**src/rtl/mbc5_mapper_gen2_if.sv**
```systemverilog
// Cartridge-edge bus bundle for mbc5_mapper_gen2: raw bus inputs plus the
// ROM/FRAM upper-address, FRAM /CE and detected-mode outputs.
interface mbc5_mapper_gen2_if #(
  parameter int ROM_BANK_W = 9,
  parameter int RAM_BANK_W = 2
);
  logic [3:0]            inputAddress;
  logic [7:0]            inputData;
  logic                  inputCE;
  logic                  inputWR;
  logic                  inputRD;
  logic [ROM_BANK_W-1:0] romBank;
  logic [RAM_BANK_W-1:0] ramBank;
  logic                  ramCE;
  logic [1:0]            mode;

  modport master (
    output inputAddress, inputData, inputCE, inputWR, inputRD,
    input  romBank, ramBank, ramCE, mode
  );

  modport slave (
    input  inputAddress, inputData, inputCE, inputWR, inputRD,
    output romBank, ramBank, ramCE, mode
  );
endinterface

```
**src/rtl/mbc5_mapper_gen2.sv**
```systemverilog
// mbc5_mapper_gen2: clock-synchronous Game Boy cartridge mapper with MBC1/MBC5
// auto-detection. Optional macro FRAM_PRECHARGE_EN adds a PRECHARGE_CYCLES-long
// /CE high gap at the start of every new FRAM access.
module mbc5_mapper_gen2 #(
  parameter int ROM_BANK_W       = 9,
  parameter int RAM_BANK_W       = 2,
  parameter int PRECHARGE_CYCLES = 2
) (
  input  logic             clock,
  input  logic             reset,
  mbc5_mapper_gen2_if.slave bus
);
  typedef enum logic [1:0] {DETECT = 2'd0, MBC1 = 2'd1, MBC5 = 2'd2} mode_e;

  localparam int EW = (ROM_BANK_W > 9) ? ROM_BANK_W : 9;

  if (RAM_BANK_W < 1 || RAM_BANK_W > 4 || PRECHARGE_CYCLES < 1 || PRECHARGE_CYCLES > 15) begin : g_bad_param
    $error("mbc5_mapper_gen2: parameter out of range");
  end

  logic ce_s1_q, ce_s2_q, wr_s1_q, wr_s2_q, rd_s1_q, rd_s2_q, wr_prev_q;
  logic [3:0] a_s1_q, a_s2_q, wa_q;
  logic [7:0] wd_q;
  logic commit;

  logic [7:0]            bankLo_q, bankLo_d;
  logic                  bankHi_q, bankHi_d;
  logic [RAM_BANK_W-1:0] ramSel_q, ramSel_d;
  logic                  ramEn_q, ramEn_d, mbc1Mode_q, mbc1Mode_d;
  logic                  zero_q, zero_d, mode6_q, mode6_d, mbc5_hit;
  mode_e                 state_q, state_d;

  logic [ROM_BANK_W-1:0] romBank_q;
  logic [RAM_BANK_W-1:0] ramBank_q;
  logic                  ramCE_q, ram_access, rom_read;
  logic [EW-1:0]         eff;
  logic [1:0]            sel2;
  logic [7:0]            lo_fix;
  logic [4:0]            lo5;

  // Two-flop synchronisers for the bus strobes and address; write capture while WR is low
  always_ff @(posedge clock or negedge reset) begin
    if (!reset) begin
      {ce_s1_q, ce_s2_q, wr_s1_q, wr_s2_q, rd_s1_q, rd_s2_q, wr_prev_q} <= '1;
      a_s1_q <= '0;
      a_s2_q <= '0;
      wa_q   <= '0;
      wd_q   <= '0;
    end else begin
      ce_s1_q   <= bus.inputCE;
      ce_s2_q   <= ce_s1_q;
      wr_s1_q   <= bus.inputWR;
      wr_s2_q   <= wr_s1_q;
      rd_s1_q   <= bus.inputRD;
      rd_s2_q   <= rd_s1_q;
      a_s1_q    <= bus.inputAddress;
      a_s2_q    <= a_s1_q;
      wr_prev_q <= wr_s2_q;
      if (!wr_s2_q) begin
        wa_q <= bus.inputAddress;
        wd_q <= bus.inputData;
      end
    end
  end

  assign commit = wr_s2_q & ~wr_prev_q;

  // Register write decode on the synchronised WR rising edge
  always_comb begin
    bankLo_d   = bankLo_q;
    bankHi_d   = bankHi_q;
    ramSel_d   = ramSel_q;
    ramEn_d    = ramEn_q;
    mbc1Mode_d = mbc1Mode_q;
    zero_d     = zero_q;
    mode6_d    = mode6_q;
    mbc5_hit   = 1'b0;
    if (commit) begin
      case (wa_q)
        4'h0, 4'h1: ramEn_d = (wd_q[3:0] == 4'hA);
        4'h2: begin
          bankLo_d = wd_q;
          if (wd_q == 8'd0)  zero_d   = 1'b1;
          if (wd_q >= 8'd32) mbc5_hit = 1'b1;
        end
        4'h3: begin
          bankHi_d = wd_q[0];
          mbc5_hit = 1'b1;
        end
        4'h4, 4'h5: begin
          ramSel_d = wd_q[RAM_BANK_W-1:0];
          if (wd_q >= 8'd4) mbc5_hit = 1'b1;
        end
        4'h6, 4'h7: begin
          mbc1Mode_d = wd_q[0];
          mode6_d    = 1'b1;
        end
        default: ;
      endcase
    end
  end

  // Mode detection: MBC5 evidence wins over MBC1 evidence in the same commit; both terminal
  always_comb begin
    state_d = state_q;
    if (state_q == DETECT) begin
      if (mbc5_hit)               state_d = MBC5;
      else if (zero_d && mode6_d) state_d = MBC1;
    end
  end

  // Mapper registers and mode state
  always_ff @(posedge clock or negedge reset) begin
    if (!reset) begin
      bankLo_q   <= 8'd1;
      bankHi_q   <= 1'b0;
      ramSel_q   <= '0;
      ramEn_q    <= 1'b0;
      mbc1Mode_q <= 1'b0;
      zero_q     <= 1'b0;
      mode6_q    <= 1'b0;
      state_q    <= DETECT;
    end else begin
      bankLo_q   <= bankLo_d;
      bankHi_q   <= bankHi_d;
      ramSel_q   <= ramSel_d;
      ramEn_q    <= ramEn_d;
      mbc1Mode_q <= mbc1Mode_d;
      zero_q     <= zero_d;
      mode6_q    <= mode6_d;
      state_q    <= state_d;
    end
  end

  assign sel2   = 2'(ramSel_q);
  assign lo_fix = (bankLo_q == 8'd0) ? 8'd1 : bankLo_q;
  assign lo5    = (bankLo_q[4:0] == 5'd0) ? 5'd1 : bankLo_q[4:0];

  // ROM bank seen by the current (synchronised) read address
  always_comb begin
    eff = '0;
    case (state_q)
      MBC1: begin
        if (a_s2_q[2]) eff = EW'({sel2, lo5});
        else if (mbc1Mode_q) eff = EW'({sel2, 5'd0});
      end
      MBC5:    if (a_s2_q[2]) eff = EW'({bankHi_q, bankLo_q});
      default: if (a_s2_q[2]) eff = EW'({bankHi_q, lo_fix});
    endcase
  end

  assign rom_read   = !rd_s2_q && !a_s2_q[3];
  assign ram_access = (a_s2_q[3:1] == 3'b101) && ramEn_q && !ce_s2_q && (!rd_s2_q || !wr_s2_q);

`ifdef FRAM_PRECHARGE_EN
  logic [3:0] pre_cnt_q;
`endif

  // Output registers: ROM bank held while idle, RAM bank, FRAM /CE
  always_ff @(posedge clock or negedge reset) begin
    if (!reset) begin
      romBank_q <= '0;
      ramBank_q <= '0;
      ramCE_q   <= 1'b1;
`ifdef FRAM_PRECHARGE_EN
      pre_cnt_q <= '0;
`endif
    end else begin
      if (rom_read) romBank_q <= eff[ROM_BANK_W-1:0];
      ramBank_q <= (state_q == MBC1 && !mbc1Mode_q) ? '0 : ramSel_q;
`ifdef FRAM_PRECHARGE_EN
      // Counter only runs from zero on a fresh access, so back-to-back accesses don't re-precharge
      if (!ram_access) begin
        pre_cnt_q <= '0;
        ramCE_q   <= 1'b1;
      end else if (pre_cnt_q < 4'(PRECHARGE_CYCLES)) begin
        pre_cnt_q <= pre_cnt_q + 4'd1;
        ramCE_q   <= 1'b1;
      end else begin
        ramCE_q   <= 1'b0;
      end
`else
      ramCE_q <= !ram_access;
`endif
    end
  end

  assign bus.romBank = romBank_q;
  assign bus.ramBank = ramBank_q;
  assign bus.ramCE   = ramCE_q;
  assign bus.mode    = state_q;
endmodule

```
**src/flat_wrapper.sv**
```systemverilog
// flat-port wrapper written by rule: the top's interface ports become plain ports
module mbc5_mapper_gen2_flat 
#(
  parameter int ROM_BANK_W       = 9,
  parameter int RAM_BANK_W       = 2,
  parameter int PRECHARGE_CYCLES = 2
)
  (clock, reset, bus_inputAddress, bus_inputData, bus_inputCE, bus_inputWR, bus_inputRD, bus_romBank, bus_ramBank, bus_ramCE, bus_mode);
  mbc5_mapper_gen2_if #(.ROM_BANK_W(ROM_BANK_W), .RAM_BANK_W(RAM_BANK_W)) bus_i ();
  input  logic clock;
  input  logic reset;
  input wire logic [$bits(bus_i.inputAddress)-1:0] bus_inputAddress;
  input wire logic [$bits(bus_i.inputData)-1:0] bus_inputData;
  input wire logic [$bits(bus_i.inputCE)-1:0] bus_inputCE;
  input wire logic [$bits(bus_i.inputWR)-1:0] bus_inputWR;
  input wire logic [$bits(bus_i.inputRD)-1:0] bus_inputRD;
  output wire logic [$bits(bus_i.romBank)-1:0] bus_romBank;
  output wire logic [$bits(bus_i.ramBank)-1:0] bus_ramBank;
  output wire logic [$bits(bus_i.ramCE)-1:0] bus_ramCE;
  output wire logic [$bits(bus_i.mode)-1:0] bus_mode;
  assign bus_i.inputAddress = bus_inputAddress;
  assign bus_i.inputData = bus_inputData;
  assign bus_i.inputCE = bus_inputCE;
  assign bus_i.inputWR = bus_inputWR;
  assign bus_i.inputRD = bus_inputRD;
  assign bus_romBank = bus_i.romBank;
  assign bus_ramBank = bus_i.ramBank;
  assign bus_ramCE = bus_i.ramCE;
  assign bus_mode = bus_i.mode;
  mbc5_mapper_gen2 #(.ROM_BANK_W(ROM_BANK_W), .RAM_BANK_W(RAM_BANK_W), .PRECHARGE_CYCLES(PRECHARGE_CYCLES)) u_core (.clock(clock), .reset(reset), .bus(bus_i));
endmodule
```
**config.mk**
```make
export PLATFORM = sky130hd
export DESIGN_NAME = mbc5_mapper_gen2_flat
export DESIGN_NICKNAME = d
export VERILOG_FILES = /design/src/rtl/mbc5_mapper_gen2_if.sv /design/src/rtl/mbc5_mapper_gen2.sv /design/src/flat_wrapper.sv
export SDC_FILE = /design/constraint.sdc
export NUM_CORES = 1
export LEC_CHECK = 0
export ABC_AREA = 0
export BUFFER_PORTS_ARGS = -buffer_cell sky130_fd_sc_hd__buf_4
export CAP_MARGIN = 20
export CELL_PAD_IN_SITES_DETAIL_PLACEMENT = 1
export CELL_PAD_IN_SITES_GLOBAL_PLACEMENT = 1
export CORE_MARGIN = 2
export CORE_UTILIZATION = 44
export CTS_CLUSTER_SIZE = 14
export DETAILED_ROUTE_END_ITERATION = 16
export PLACE_DENSITY = 0.75
export SLEW_MARGIN = 20
export SYNTH_ARGS = -nofsm -noshare
export SYNTH_HDL_FRONTEND = slang
export SYNTH_SLANG_ARGS = --single-unit
export TNS_END_PERCENT = 20
```
**constraint.sdc**
```tcl
create_clock -name clock -period 1.95 [get_ports clock]
set_input_delay 0.39 -clock clock [delete_from_list [all_inputs] [get_ports clock]]
set_output_delay 0.39 -clock clock [all_outputs]
set_load 0.005 [all_outputs]
```
==> metrics.txt, run 1 <==
outcome finished, final reports clean; Max Clock Skew 0.00483 ns; Worst Max-Slew Pin Slew 0.643 ns; Worst R2R Path Depth 5; Rel. slew slack 0.572; Worst Setup End Kind register; cts hold-fix bufs 0; Fin. Hold Viols 0; # rows 24; root buf cell clkbuf_8; die area 0.00521 mm^2; htree depth 2; Critical Path Max Stage Delay 0.55 ns; Max FO, Critical Path 9; vias in the first global route 1,382; worst r2r src u_core.wr_s2_q$_DFF_PN1_; DP Area 0.00234 mm^2; CP Data Required Time 2.12 ns; Antenna Cells 0; Main synth FF type dfrtp_1; Post-CTS Setup Inserts 0; Die Wd 72.2 um; PwrDens 1070 mW/mm^2; leakage 1.16 nW; Starting DRT DRC Count 67; clk slew on worst S/H paths 0.08 ns; MaxCap Viol Count 0; Yosys Warn Count 0; Max Slew Vio Count 0; Mapped Cells 139; core area 0.00441 mm^2; worst path cell trace buf_4 > and4bb_2 > nand4_1 > a211oi_1 > o21ai_0; routability cong. 0.843; clock latency at the later pin of the worst-skew pair 0.30 ns; final net count 196; Synth cell types 32; CTS max path bufs 2; DR vias 1,246; RSZ-0062 raised after global routing false; initial antenna violation count 0; kind of critical path reg2reg; Initial Utilization 0.464; WL final 4060 um; final instance area 0.00245 mm^2; Worst EP arrival 1.94 ns; DR vias/cell 5.44; CTS tree done; Seq cells post-synth 54; routed length per instance 17.7 um; gr ovfl total 0; Yosys top cell area share 0.550; synthesized area per cell 14.7 um^2; number of gates resized after cts 0; fin crit share 0.908; Setup Viol. Count Final 0; die height 72.2 um; Layout Utilization 0.555; Seq/Total Area, Yosys 0.666; clock sink count 54; port buffer count 30; GRT Total Usage 0.178; total iterations of the first detailed-routing run 5; Net Count, Synth 159; ANT nets after route 0; asr flop ratio synth 1.00; dominant cells by area after synthesis dfrtp_1 (55%), mux2_2 (12%), dfstp_2 (12%); Fmax 565 MHz; R2R setup slack 0.18 ns; largest net degree at the start of global routing 55; r2r endpoint u_core.bus.mode[1]$_DFFE_PN0P_; post-synth top area cell dfrtp_1; VDD IR max 0.000576 V; Period minus WS final 1.77 ns; cts bufs inserted 5; Post-synth EDFFs 0; drt drc 0; Crit-path slowest cell dfstp_2; first-pass GRT wire length 6820 um; synthesized area 0.00205 mm^2; Startpoint Class register; area delta synth->final 19.7%; Post-DP HPWL 3100 um; Hold WC Path Type in2async; Boundary Pins 31; setup total negative slack 0 ns; share of post-route cells with drive strength above 1 0.418
[worst max path at each step]
| stage | slack [ns] | from | endpoint |
|---|---|---|---|
| after floorplan | 0.24 | u_core.wr_s2_q$_DFF_PN1_ | u_core.ramSel_q[0]$_DFFE_PN0P_ |
| after global placement | 0.28 | u_core.wr_s2_q$_DFF_PN1_ | u_core.ramSel_q[1]$_DFFE_PN0P_ |
| after detailed placement | 0.23 | u_core.wr_s2_q$_DFF_PN1_ | u_core.bus.mode[1]$_DFFE_PN0P_ |
| after CTS | 0.15 | u_core.wr_s2_q$_DFF_PN1_ | u_core.bus.mode[1]$_DFFE_PN0P_ |
| after global routing | 0.07 | u_core.wr_s2_q$_DFF_PN1_ | u_core.bus.mode[1]$_DFFE_PN0P_ |
| final | 0.18 | u_core.wr_s2_q$_DFF_PN1_ | u_core.bus.mode[1]$_DFFE_PN0P_ |
[stage by stage]
stage	cells	setup slack [ns]	power, W	hold slack (ns)
detailed placement	221	0.230	0.00196	0.339
global placement	221	0.281	0.00192	0.334
finish	229	0.180	0.00263	0.108
global route	229	0.0733	0.00278	0.151
floorplan	139	0.242	0.00170	0.0944
CTS	229	0.145	0.00268	0.132
[critical path: cells and delay by family, from the launching register on]
family | cells | cell delay (ns)
flip-flops | 1 | 0.55
AND/OR/NAND/NOR | 2 | 0.44
buffers and inverters | 1 | 0.17
AO/OA/AOI/OAI | 2 | 0.48
[sequential cells by signal, summed over array words and instances (netlist names)]
name	flops
u_core.bus.ramCE	1
u_core.ce_s1_q	1
u_core.bus.ramBank	2
u_core.a_s2_q	3
u_core.ce_s2_q	1
u_core.ramSel_q	2
u_core.mode6_q	1
u_core.bankLo_q	8
u_core.rd_s2_q	1
u_core.bus.mode	2
u_core.mbc1Mode_q	1
u_core.bus.romBank	9
u_core.wr_s2_q	1
u_core.wr_s1_q	1
u_core.a_s1_q	3
u_core.wd_q	8
u_core.zero_q	1
u_core.rd_s1_q	1
u_core.ramEn_q	1
u_core.bankHi_q	1
u_core.wr_prev_q	1
u_core.wa_q	4
[report_power, final]
part / switching, W / internal (W)
logic: 0.000175 / 0.000276
clock network: 0.000329 / 0.000384
registers: 0.000147 / 0.00132
[synthesized netlist by cell type, drive strengths merged (2+ instances only)]
library cell  instances
inv                   8
and3                  2
or2                   2
nor3                  3
and2                  2
dfrtp                45
mux2                 24
o21ai                 3
a22o                  7
ha                    3
a211oi                3
nor4                  2
a222oi                2
nand2                 4
clkbuf                2
nor2                  3
nand2b                2
nand4                 2
dfstp                 9
[metal layers]
layer,GRT usage,part of all wire,vias to the layer above
met1,0.204,0.39,632
met5,0,0,-
met3,0.0431,0.052,8
met4,0.0629,0.019,0
met2,0.321,0.54,33
li1,-,-,573
[layout make-up]
type | count | area [um^2]
clock inverters | 1 | 30.0
multi-input cells | 75 | 647
well taps | 52 | 65.1
inverters | 8 | 30.0
fillers | 440 | 1960
clock buffers | 7 | 76.3
flip-flops and latches | 54 | 1360
repair buffers | 32 | 240
[kinds of logic after synthesis]
group | synth area share
DFF | 0.666
and+or+nand+nor | 0.0813
adders and majority gates | 0.0183
muxes | 0.136
AOI/OAI and AO/OA | 0.0807
buffers and inverters | 0.0183
[cells in the final DEF, fill, tap and decap left out, drive strengths merged, types with 2 or more instances in the layout]
master	count
dfrtp	45
buf	32
mux2	24
dfstp	9
inv	8
a22o	7
clkbuf	7
nand2	4
nor3	3
a211oi	3
nor2	3
o21ai	3
ha	3
nand2b	2
and2	2
nor4	2
nand4	2
and3	2
a222oi	2
or2	2
(Power assumes the default switching activity.)
==> run 2, diff against run 1 <==
CORE_UTILIZATION = 45   (was 44)
PLACE_DENSITY = 0.83   (was 0.75)
==> metrics.txt, run 2 (synthesis gave the netlist of run 1 again) <==
Setup Viol. Count Final 0; Hold WC Path Type in2async; Startpoint Class register; die area 0.00510 mm^2; port buffer count 30; RSZ-0062 raised after global routing false; share of post-route cells with drive strength above 1 0.420; clk slew on worst S/H paths 0.09 ns; Final Power 0.00255 W; DR vias/cell 5.50; initial antenna violation count 0; first-pass GRT wire length 6980 um; # rows 24; Initial Utilization 0.470; worst r2r src u_core.wr_s2_q$_DFF_PN1_; Net Sw Power 0.000669 W; die height 71.4 um; total iterations of the first detailed-routing run 4; VDD IR max 0.000631 V; r2r endpoint u_core.bus.mode[1]$_DFFE_PN0P_; clock latency at the later pin of the worst-skew pair 0.30 ns; CP Data Required Time 2.13 ns; Boundary Pins 31; Starting DRT DRC Count 40; max reg flops 9; final net count 195; PwrDens 1050 mW/mm^2; DP Area 0.00234 mm^2; commonest non-fill, non-tap cell in the layout dfrtp_1; Gate power share 0.177; htree depth 2; routed length per instance 18.2 um; clock sink count 54; kind of critical path reg2reg; Rel. slew slack 0.562; cts bufs inserted 5; setup total negative slack 0 ns; Period minus WS final 1.80 ns; CTS max path bufs 2; Fin. Hold Viols 0; root buf cell clkbuf_8; gr ovfl total 0; Worst Setup End Kind register; GRT Total Usage 0.183; leakage 1.15 nW; Switching Share 0.262; Max FO, Critical Path 15; largest net degree at the start of global routing 55; number of gates resized after cts 0; most frequent cells in the layout dfrtp_1 (45), buf_4 (31), mux2_2 (22), dfstp_2 (9), inv_1 (8); Worst R2R Path Depth 5; cts hold-fix bufs 0; MaxCap Viol Count 0; Int Power 0.00188 W; Worst Max-Slew Pin Slew 0.656 ns; Max Clock Skew 0.00309 ns; Antenna Cells 0; core area 0.00435 mm^2; R2R setup slack 0.15 ns; WL final 4140 um; outcome finished, final reports clean; final instance area 0.00243 mm^2; Die Wd 71.4 um; drt drc 0; Fmax 555 MHz; CTS tree done; fin crit share 0.923; Worst EP arrival 1.98 ns; Clk network pwr share 0.244; Worst Setup SP u_core.wr_s2_q$_DFF_PN1_; Post-DP HPWL 3070 um; vias in the first global route 1,417; ANT nets after route 0; sequential share of power 0.579; Layout Utilization 0.558; area delta synth->final 18.6%; Max Slew Vio Count 0; Post-CTS Setup Inserts 0; routability cong. 0.810; DR vias 1,254
==> run 2: cell types whose count changed in the layout (fill, tap and decap cells not counted), sizes merged <==
cell / change
clkinv: +1
buf: -1
bufinv: -1
==> run 2: per-layer routing <==
metal	wire [um]	track usage
met2	2230	0.314
met3	190	0.0408
met4	46	0.0839
met5	0	0
met1	1680	0.220
==> run 2: area by class of cell <==
cell class	count	area (um^2)
inverters	8	30.0
well taps	52	65.1
repair buffers	31	233
clock inverters	1	5.00
fillers	426	1930
flip-flops and latches	54	1360
clock buffers	7	86.3
multi-input cells	75	647
==> run 2: power groups by stage <==
stage | logic (W) | registers, W | clock network [W]
2_1_floorplan | 0.000251 | 0.00145 | 0
3_3_place_gp | 0.000434 | 0.00148 | 0
3_5_place_dp | 0.000457 | 0.00150 | 0
4_1_cts | 0.000461 | 0.00148 | 0.000643
5_1_grt | 0.000498 | 0.00150 | 0.000693
6_report | 0.000453 | 0.00148 | 0.000623
==> run 2: worst max-delay path by stage <==
stage | to | slack, ns
floorplan | u_core.ramSel_q[0]$_DFFE_PN0P_ | 0.24
global placement | u_core.bus.mode[1]$_DFFE_PN0P_ | 0.25
detailed placement | u_core.bus.mode[1]$_DFFE_PN0P_ | 0.15
CTS | u_core.bus.mode[1]$_DFFE_PN0P_ | 0.12
global route | u_core.bankLo_q[1]$_DFFE_PN0P_ | 0.05
finish | u_core.bus.mode[1]$_DFFE_PN0P_ | 0.15
==> run 2: worst max-delay path, stage by stage, from the launching register on <==
cell and delay [ns]:
dfstp_2 0.54, buf_4 0.22, and4bb_2 0.33, nand4_1 0.14, a211oi_1 0.33, o21ai_0 0.12
==> run 2: per-stage QoR <==
step | hold slack [ns] | std cells | setup WS (ns)
finish | 0.108 | 228 | 0.149
global placement | 0.333 | 220 | 0.251
global route | 0.149 | 228 | 0.0504
detailed placement | 0.336 | 220 | 0.151
CTS | 0.127 | 228 | 0.122
floorplan | 0.0944 | 139 | 0.242
